## src/rtl/serial_pkg.sv

```systemverilog
// Shared types and constants for the serial frame transmit path.
package serial_pkg;

    typedef enum logic [2:0] {
        IDLE   = 3'd0,
        ARM    = 3'd1,
        START  = 3'd2,
        DATA   = 3'd3,
        PARITY = 3'd4,
        STOP   = 3'd5
    } state_t;

    localparam logic LINE_IDLE      = 1'b1;
    localparam int   DEFAULT_DATA_W = 8;

    // Serial frame length in clock cycles (start + data + parity + stop bits).
    function automatic int frame_len(input int clks_per_bit, input int data_w,
                                     input int parity_en, input int stop_bits);
        return clks_per_bit * (1 + data_w + parity_en + stop_bits);
    endfunction

endpackage

```

## src/rtl/baud_tick_gen.sv

```systemverilog
// Bit-period timer: bit_end is high on the last cycle of each CLKS_PER_BIT period.
// clear holds the counter at zero so the first period starts cleanly.
module baud_tick_gen #(
    parameter int CLKS_PER_BIT = 4
) (
    input  logic clk,
    input  logic rst,
    input  logic clear,
    output logic bit_end
);

    localparam int CNT_W = $clog2(CLKS_PER_BIT) + 1;
    localparam logic [CNT_W-1:0] LAST = CNT_W'(CLKS_PER_BIT - 1);

    logic [CNT_W-1:0] cnt;

    always_ff @(posedge clk or posedge rst) begin
        if (rst) begin
            cnt <= '0;
        end else if (clear || bit_end) begin
            cnt <= '0;
        end else begin
            cnt <= cnt + CNT_W'(1);
        end
    end

    assign bit_end = !clear && (cnt == LAST);

endmodule

```

## src/rtl/serial_frame_transmitter.sv

```systemverilog
// Latches a received byte on a wake rise and sends it as a start/data/parity/stop frame.
// serial_out starts the frame two edges after the wake rise; wakes while busy are dropped and flagged.
module serial_frame_transmitter
    import serial_pkg::*;
#(
    parameter int DATA_W       = DEFAULT_DATA_W,
    parameter int CLKS_PER_BIT = 4,
    parameter int PARITY_EN    = 1,
    parameter int PARITY_ODD   = 0,
    parameter int STOP_BITS    = 1
) (
    input  logic              clk,
    input  logic              rst,
    input  logic              wake,
    input  logic [DATA_W-1:0] data_in,
    output logic              serial_out,
    output logic              busy,
    output logic              done,
    output logic              overrun
);

    localparam int IDX_W = (DATA_W > 1) ? $clog2(DATA_W) : 1;

    state_t              state;
    state_t              state_nxt;
    logic [IDX_W-1:0]    idx;
    logic [IDX_W-1:0]    idx_nxt;
    logic [DATA_W-1:0]   latched;
    logic                par;
    logic                wake_q;
    logic                rise;
    logic                bit_clear;
    logic                bit_end;
    logic                last_data;
    logic                last_stop;
    logic                frame_end;
    logic                accept;
    logic                serial_nxt;
    logic                busy_nxt;
    logic                overrun_nxt;

    baud_tick_gen #(
        .CLKS_PER_BIT(CLKS_PER_BIT)
    ) u_baud (
        .clk    (clk),
        .rst    (rst),
        .clear  (bit_clear),
        .bit_end(bit_end)
    );

    assign rise      = wake && !wake_q;
    assign bit_clear = (state == IDLE) || (state == ARM);
    assign last_data = (idx == IDX_W'(DATA_W - 1));
    assign last_stop = (idx == IDX_W'(STOP_BITS - 1));
    assign frame_end = (state == STOP) && last_stop && bit_end;
    assign accept    = rise && ((state == IDLE) || frame_end);

    // wake_q resets high so a wake held across reset release is not taken as a new request.
    always_ff @(posedge clk or posedge rst) begin
        if (rst) begin
            state      <= IDLE;
            idx        <= '0;
            latched    <= '0;
            par        <= 1'b0;
            wake_q     <= 1'b1;
            serial_out <= LINE_IDLE;
            busy       <= 1'b0;
            overrun    <= 1'b0;
        end else begin
            state      <= state_nxt;
            idx        <= idx_nxt;
            wake_q     <= wake;
            serial_out <= serial_nxt;
            busy       <= busy_nxt;
            overrun    <= overrun_nxt;
            if (state == ARM) begin
                latched <= data_in;
                par     <= (^data_in) ^ (PARITY_ODD != 0);
            end
        end
    end

    // idx counts data bits in DATA and stop bits in STOP.
    always_comb begin
        state_nxt = state;
        idx_nxt   = idx;
        case (state)
            IDLE: begin
                if (rise) state_nxt = ARM;
            end
            ARM: begin
                state_nxt = START;
                idx_nxt   = '0;
            end
            START: begin
                if (bit_end) begin
                    state_nxt = DATA;
                    idx_nxt   = '0;
                end
            end
            DATA: begin
                if (bit_end) begin
                    if (last_data) begin
                        state_nxt = (PARITY_EN != 0) ? PARITY : STOP;
                        idx_nxt   = '0;
                    end else begin
                        idx_nxt = idx + IDX_W'(1);
                    end
                end
            end
            PARITY: begin
                if (bit_end) begin
                    state_nxt = STOP;
                    idx_nxt   = '0;
                end
            end
            STOP: begin
                if (bit_end) begin
                    if (last_stop) begin
                        state_nxt = rise ? ARM : IDLE;
                        idx_nxt   = '0;
                    end else begin
                        idx_nxt = idx + IDX_W'(1);
                    end
                end
            end
            default: begin
                state_nxt = IDLE;
                idx_nxt   = '0;
            end
        endcase
    end

    // The line value is chosen from the upcoming state so serial_out can be a flop.
    always_comb begin
        serial_nxt = LINE_IDLE;
        case (state_nxt)
            START:   serial_nxt = 1'b0;
            DATA:    serial_nxt = latched[idx_nxt];
            PARITY:  serial_nxt = par;
            default: serial_nxt = LINE_IDLE;
        endcase
        busy_nxt = (state_nxt != IDLE);
        if (accept) begin
            overrun_nxt = 1'b0;
        end else if (rise && (state != IDLE)) begin
            overrun_nxt = 1'b1;
        end else begin
            overrun_nxt = overrun;
        end
        done = frame_end;
    end

endmodule

```

## config.mk

```make
export PLATFORM = sky130hd
export DESIGN_NAME = serial_frame_transmitter
export DESIGN_NICKNAME = d
export VERILOG_FILES = /design/src/rtl/serial_pkg.sv /design/src/rtl/baud_tick_gen.sv /design/src/rtl/serial_frame_transmitter.sv
export SDC_FILE = /design/constraint.sdc
export NUM_CORES = 1
export LEC_CHECK = 0
export ABC_AREA = 0
export CAP_MARGIN = 25
export CORE_MARGIN = 4
export CORE_UTILIZATION = 38
export CTS_CLUSTER_DIAMETER = 60
export DETAILED_ROUTE_END_ITERATION = 16
export PLACE_DENSITY = 0.56
export SYNTH_ARGS = -nofsm -noshare
export SYNTH_HDL_FRONTEND = slang
export SYNTH_SLANG_ARGS = --single-unit
export TNS_END_PERCENT = 20
```

## constraint.sdc

```tcl
create_clock -name clk -period 4.8 [get_ports clk]
set_clock_uncertainty 0.1 [all_clocks]
set_input_delay 0.96 -clock clk [delete_from_list [all_inputs] [get_ports clk]]
set_output_delay 0.96 -clock clk [all_outputs]
set_load 0.02 [all_outputs]
```

Yosys cells after proc, flatten, opt, wreduce, memory -nomap -nowiden
Index checks and enable logic that the tools add are counted.
W data, S select, Z words.
Cells by class
  reduce and logical (&&, ||, !) cells: 18
  multipliers: 0
  magnitude comparators: 1
  shift-type cells: 0
  bitwise gates (word level): 0
  eq/ne operators: 10
  divide/modulo/power cells: 0
  muxes and demuxes: 21
  add/sub/neg operators: 2
Operators with widths (number)
  $mux W3: 13
  $pmux W3 S6: 1
  $eq A3 B2 Y1 const B: 5
  $eq A3 B3 Y1 const B: 4
  $pmux W3 S4: 1
  $reduce_xor A8 Y1: 1
  $add A3 B1 Y3 const B: 2
  $logic_and A1 B1 Y1: 6
  $logic_not A3 Y1: 2
  $reduce_bool A3 Y1: 2
  $lt A3 B4 Y1 const B: 1
  $mux W1: 4
  $bmux W1 S3: 1
  $eq A3 B1 Y1 const B: 1
  $logic_or A1 B1 Y1: 3
  $pmux W1 S3: 1
  $logic_not A1 Y1: 2
  $reduce_bool A2 Y1: 1
  $reduce_or A2 Y1: 1
Word-level totals
  bits in latches: 0
  memories: 0
  bits in writable memories: 0
  output and inout bits: 4
  bits in read-only memories: 0
  bits of input ports: 11
  register bits after elaboration: 22

Logic depth before layout (Yosys ltp)
Gate-level depths: netlist of the first run.
  word-level depth: 9
  depth in mapped cells: 10
  mapped depth without buffers: 8

Hierarchy
From an unflattened synthesis of the first run, not the netlist that was laid out.
Second synthesis, totals
  cell total of the unflattened synthesis: 122
  area total of the unflattened synthesis: 1300.0 um2
By module, submodules not included
  serial_frame_transmitter: sequential area each 478.0 um2, times used 1, cells each 111, area each 1163.6 um2
  baud_tick_gen: sequential area each 75.1 um2, times used 1, cells each 11, area each 136.4 um2

Least setup slack after synthesis of the first run
Ideal clock, no wire load.
  kind: register to output
  start point: reg u_baud.cnt[0]
  end point: out done
  slack: 2389 ps
  cell stages (with the launch flop): 8
  arrival time: 1351 ps
  required time: 3740 ps
  buffers on the path: 2
  cell sequence: dfrtp_1 -> ha_1 -> ha_1 -> buf_6 -> and2_1 -> buf_4 -> nand2_1 -> nor2_1
On the way
  longest elaborated chain between the ends: 3
RTL lines
  start, declared: RTL line baud_tick_gen.sv:15  | logic [CNT_W-1:0] cnt;
  start signal, assigned: RTL line baud_tick_gen.sv:23  | cnt <= cnt + CNT_W'(1);
  $eq A3 B2 Y1: RTL line baud_tick_gen.sv:27  | assign bit_end = !clear && (cnt == LAST);
  $logic_and A1 B1 Y1: RTL line baud_tick_gen.sv:27
  $logic_and A1 B1 Y1: RTL line serial_frame_transmitter.sv:55  | assign frame_end = (state == STOP) && last_stop && bit_end;
  end, declared: RTL line serial_frame_transmitter.sv:18  | output logic done,
No other way between the ends.

Worst setup path after layout of the first run
Ends and elaborated chain as after synthesis.

==> results.json, run 1 <==
{
  "dpl_cell_area_um2": 1560,
  "num_rows": 21,
  "period_needed_ns": 3.60,
  "grt_max_degree": 23,
  "syn_area_um2": 1420,
  "grt_setup_unrepaired": "no",
  "cts_setup_buffers": 0,
  "cts_sinks": 22,
  "post-route-drc-count": 0,
  "wire_per_inst_um": 14.7,
  "vias": 1062,
  "endpoint_kind": "primary output",
  "dp_hpwl_um": 2150,
  "ios": 15,
  "finalSetupTns_ns": 0,
  "area_growth_pct": 14.5,
  "grt_pass1_vias": 1051,
  "synth_top_area_share_pct": 35.2,
  "layout.nets": 167,
  "async_flop_share_pct": 100,
  "swShare_pct": 35.6,
  "holdBufCountCts": 0,
  "max_freq_ghz": 0.278,
  "cp.arrival_ns": 2.54,
  "yosysSeqAreaShare_pct": 38.9,
  "avgSynthCellArea_um2": 10.2,
  "synth-edff-count": 0,
  "cts_inserted_buffers": 3,
  "cts.path.max_buffers": 2,
  "cpMaxStageDelayCell": "clkdlybuf4s50_1",
  "power.leakage_nw": 0.670,
  "crit_top_cell": "ha_1",
  "ant_nets": 0,
  "clkTransAtPathRegs_ns": 0.08,
  "power_switching_mw": 0.309,
  "setup_viol_count_final": 0,
  "yosysTopAreaCell": "dfrtp_1",
  "fin_area_um2": 1630,
  "synth_nets": 155,
  "synth_flop_cell": "dfrtp_1",
  "worstSetupPathType": "register to primary output",
  "final-hold-violation-count": 0,
  "ir_drop_mv": 0.287,
  "port_buffers": 14,
  "postCtsResizedCells": 0,
  "drt_iter0_markers": 79,
  "drv_cap": 0,
  "start_util_pct": 41.0,
  "clk_latency_ns": 0.26,
  "ys.warnings.count": 0,
  "viasPerCell": 5.42,
  "slowest_delay_ns": 0.60,
  "cts_root_buffer": "clkbuf_8",
  "antenna_found_initial": 0,
  "power.density_nw_per_um2": 532,
  "layout_commonest_cell": "dfrtp_1",
  "status": "complete, no violations",
  "synthTopCellsByArea": "dfrtp_1 35%, mux2_2 6.3%, xnor2_1 4.9%",
  "antennaDiodeCount": 0,
  "grt_pass1_wl_um": 5180,
  "first_pass_iters": 4,
  "overflow": 0,
  "cts_tree": "yes",
  "synth_cells": 139,
  "finalCritPeriodShare_pct": 75.0,
  "slew_viol_final": 0,
  "grtUsageTotal_pct": 13.2,
  "gp_congestion": 0.840,
  "pwr-share-clk_pct": 19.7,
  "layout_common_cells": "20 x dfrtp_1, 14 x clkdlybuf4s50_1, 10 x nand2_1, 10 x inv_1",
  "tightest_slew_ns": 0.847,
  "dieArea_um2": 4790,
  "hp-class": "register to register",
  "wl_um": 2870,
  "start_kind": "register",
  "ys_seq_elements": 22,
  "power_frac_comb_pct": 42.0,
  "crit_fanout": 18,
  "ys_types": 49,
  "core_um2": 3470,
  "pwr-share-seq_pct": 38.3,
  "internal_power_mw": 0.558,
  "crit_chain": "ha_1, ha_1, and2_1, nand2_1, nor2_1, clkdlybuf4s50_1",
  "drive_gt1_share_pct": 14.7,
  "die-height_um": 69.2,
  "slew_headroom_pct": 43.5,
  "cts.htree.levels": 1,
  "chipWidth_um": 69.2,
  "cp.required_ns": 3.74
}
-- stage by stage --
| step | hold WS (ns) | setup WS, ns | instances | power, mW | util, % |
|---|---|---|---|---|---|
| final | 0.375 | 1.20 | 196 | 0.867 | 47.0 |
| after global routing | 0.391 | 1.03 | 196 | 0.935 | 47.0 |
| after CTS | 0.375 | 1.20 | 196 | 0.876 | 47.0 |
| after detailed placement | 0.375 | 1.48 | 192 | 0.703 | 44.9 |
| after global placement | 0.328 | 1.55 | 192 | 0.689 | 44.9 |
| after floorplan | 0.319 | 2.39 | 139 | 0.615 | - |
-- final cells by class --
cell class,instances,area [um2]
Sequential cell,22,553
Clock inverter,1,30.0
Inverter,10,37.5
Tap cell,46,57.6
Multi-Input combinational cell,100,769
Clock buffer,3,41.3
Fill cell,351,1840
Timing Repair Buffer,14,140
-- flip-flops by register name (all words and copies together), names as in the netlist --
register	flops
busy	1
idx	3
state	3
wake_q	1
u_baud.cnt	3
par	1
latched	8
overrun	1
serial_out	1
-- path summary, 6_finish.rpt --
path	startpoint	slack, ns	to	cells after the start
worst min-delay path	u_baud.cnt[0]	0.38	u_baud.cnt[0]	1
worst max register to register	u_baud.cnt[0]	2.21	serial_out	8
worst max-delay path	u_baud.cnt[0]	1.20	done	6
worst min register to register	u_baud.cnt[0]	0.38	u_baud.cnt[0]	1
min in group asynchronous	rst	1.06	latched[5]	2
max in group asynchronous	rst	3.02	state[0]	2
-- worst max-delay path, delay by kind of cell (launching register included) --
family,cells,cell delay [ns]
adder cells (fa/ha/maj),2,0.69
flip-flops,1,0.37
AND/OR/NAND/NOR,3,0.61
buffers and inverters,1,0.60
-- Yosys cell counts (2+ instances only) --
library cell,count
nand4_1,2
a31oi_1,2
mux2_2,8
a21oi_1,3
and3_1,2
nand2b_1,3
a211oi_1,4
dfrtp_1,20
buf_6,4
a311o_1,2
xnor2_1,8
o21ai_0,4
mux2i_1,2
nand3_1,4
nor2b_1,2
nor3_1,4
buf_2,2
inv_1,10
dfstp_2,2
and2_1,3
ha_1,5
nor2_1,7
nand2_1,10
-- power by group through the flow --
| stage | combinational, mW | clock (mW) | sequential (mW) |
|---|---|---|---|
| final | 0.364 | 0.171 | 0.332 |
| after floorplan | 0.300 | 0 | 0.315 |
| after global placement | 0.360 | 0 | 0.330 |
| after CTS | 0.368 | 0.177 | 0.331 |
| after detailed placement | 0.368 | 0 | 0.335 |
| after global routing | 0.408 | 0.185 | 0.341 |
-- kinds of logic after synthesis --
kind of cell,after synthesis,synth area share (%)
fa+ha+maj,5,4.40
simple gates,45,17.9
buf+inv,17,7.04
flops,22,38.9
compound gates,31,18.1
mux,11,8.80
xor+xnor,8,4.93
-- layer usage --
layer / track usage (%) / share of wire (%) / vias to the layer above
li1: - / - / 515
met1: 17.6 / 46 / 512
met2: 21.0 / 47 / 31
met3: 2.90 / 4.8 / 4
met4: 4.56 / 1.8 / 0
met5: 0 / 0 / -
(Power assumes the default switching activity.)
==> run 2, diff against run 1 <==
--- a/config.mk
+++ b/config.mk
@@ -11,7 +11,7 @@
 export CORE_UTILIZATION = 38
 export CTS_CLUSTER_DIAMETER = 60
 export DETAILED_ROUTE_END_ITERATION = 16
-export PLACE_DENSITY = 0.56
+export PLACE_DENSITY = 0.58
 export SYNTH_ARGS = -nofsm -noshare
 export SYNTH_HDL_FRONTEND = slang
 export SYNTH_SLANG_ARGS = --single-unit
==> constraint.sdc (replaced) <==
create_clock -name clk -period 3.15 [get_ports clk]
set_clock_uncertainty 0.1 [all_clocks]
set_input_delay 0.63 -clock clk [delete_from_list [all_inputs] [get_ports clk]]
set_output_delay 0.63 -clock clk [all_outputs]
set_load 0.02 [all_outputs]
==> run 2 against run 1 <==
- global-route usage decreased by 0.68 points
- sequential power increased by 50%
- hold slack worse by 0.028 ns
- clock power barely moved
- final area decreased by 1.4%
- combinational power rose by 54%
- count of clock-buffer cells in the layout did not move
- largest cell class unchanged
==> results.json, run 2 (synthesis gave the netlist of run 1 again) <==
{
  "clk_latency_ns": 0.26,
  "regMostFlops": "latched",
  "cts_tree": "yes",
  "antenna_found_initial": 0,
  "crit_fanout": 8,
  "rrSetupSlack_ns": 0.77,
  "r2r_start": "idx[0]",
  "drive_gt1_share_pct": 14.7,
  "area_growth_pct": 12.9,
  "cts.htree.levels": 1,
  "period_needed_ns": 2.88,
  "holdBufCountCts": 0,
  "finalSetupTns_ns": 0,
  "dp_hpwl_um": 2100,
  "fin_hold_ws_ns": 0.347,
  "cts_sinks": 22,
  "wire_per_inst_um": 14.5,
  "slew_viol_final": 0,
  "final-seq-area_um2": 553,
  "cp.required_ns": 2.42,
  "vias": 1075,
  "core_um2": 3470,
  "grt_setup_unrepaired": "no",
  "r2r_end": "serial_out",
  "max_freq_ghz": 0.347,
  "die-height_um": 69.2,
  "pwr-share-seq_pct": 40.5,
  "layout_commonest_cell": "dfrtp_1",
  "grt_max_degree": 23,
  "finalCritPeriodShare_pct": 91.4,
  "start_util_pct": 41.0,
  "internal_power_mw": 0.771,
  "drv_cap": 0,
  "multi_input_area_um2": 769,
  "drt_iter0_markers": 87,
  "tightest_slew_ns": 0.829,
  "first_pass_iters": 4,
  "ant_nets": 0,
  "min_path_cells": 1,
  "dieArea_um2": 4790,
  "start_kind": "register",
  "antennaDiodeCount": 0,
  "final-hold-violation-count": 0,
  "grt_pass1_vias": 1069,
  "r2r_cells": 8,
  "ir_drop_mv": 0.326,
  "power_mw": 1.23,
  "post-route-drc-count": 0,
  "power.leakage_nw": 0.661,
  "cts_root_buffer": "clkbuf_8",
  "wl_um": 2840,
  "power_switching_mw": 0.457,
  "grtUsageTotal_pct": 12.5,
  "power.density_nw_per_um2": 764,
  "port_buffers": 14,
  "chipWidth_um": 69.2,
  "layout_common_cells": "20 x dfrtp_1, 14 x clkdlybuf4s50_1, 10 x nand2_1, 10 x inv_1",
  "fill_cells": 347,
  "num_rows": 21,
  "clkTransAtPathRegs_ns": 0.07,
  "layout.nets": 168,
  "hp-class": "register to register",
  "cts_setup_buffers": 0,
  "gp_congestion": 0.850,
  "viasPerCell": 5.48,
  "setup_viol_count_final": 0,
  "swShare_pct": 37.2,
  "cp.arrival_ns": 2.15,
  "status": "complete, no violations",
  "endpoint_kind": "primary output",
  "grt_pass1_wl_um": 4940,
  "hp-start": "u_baud.cnt[0]",
  "cts.path.max_buffers": 2,
  "worstSetupPathType": "register to primary output",
  "postCtsResizedCells": 0,
  "power_frac_comb_pct": 45.8,
  "slew_headroom_pct": 44.7,
  "largest_register_ffs": 8,
  "cts_inserted_buffers": 3,
  "overflow": 0,
  "hold_path_end": "u_baud.cnt[0]",
  "pwr-share-clk_pct": 13.7,
  "ios": 15
}
[run 2: cell count changes in the layout (fill, tap and decap cells not counted)]
| cell | change |
|---|---|
| buf_4 | +1 |
| bufinv_16 | -1 |
[run 2: power groups by stage]
stage / Sequential (mW) / Clock [mW] / Combinational, mW
floorplan: 0.480 / 0 / 0.457
global placement: 0.497 / 0 / 0.557
detailed placement: 0.503 / 0 / 0.560
CTS: 0.498 / 0.175 / 0.562
global route: 0.513 / 0.189 / 0.630
finish: 0.498 / 0.168 / 0.562
[run 2: per-layer routing]
metal  global-route usage (%)  vias up  part of all wire [%]
met4                     4.99        0                   2.0
met1                     18.1      506                    48
met3                     2.32        4                   5.2
met5                        0        -                     0
li1                         -      524                     -
met2                     18.2       41                    45
[run 2: per-stage QoR]
stage               std cells  setup WS [ns]  instance area [um2]  util, %
finish                    196          0.272                 1610     46.3
global route              196          0.141                 1610     46.3
CTS                       196          0.293                 1610     46.3
detailed placement        193          0.588                 1570     45.1
global placement          193          0.645                 1570     45.1
floorplan                 139          0.998                 1420        -
[run 2: critical path, stage by stage, from the launching register on]
cell and delay [ns]:
dfrtp_1 0.47, inv_1 0.17, ha_1 0.20, nor2b_1 0.21, nand2_1 0.11, nor2_1 0.13, clkdlybuf4s50_1 0.61
[run 2: worst max path at each step]
stage                  start          to  slack, ns  cells past startpoint
3_5_place_dp          idx[0]        done       0.59                      6
3_3_place_gp          idx[0]        done       0.65                      6
6_report              idx[0]        done       0.27                      6
2_1_floorplan  u_baud.cnt[0]  serial_out        1.0                     10
5_1_grt               idx[0]        done       0.14                      6
4_1_cts               idx[0]        done       0.29                      6
[run 2: final cells by class]
class,count,area share (%)
multi-input cells,100,47.9
clock buffers,3,2.57
inverters,10,2.34
well taps,46,3.58
flip-flops and latches,22,34.4
repair buffers,15,9.19
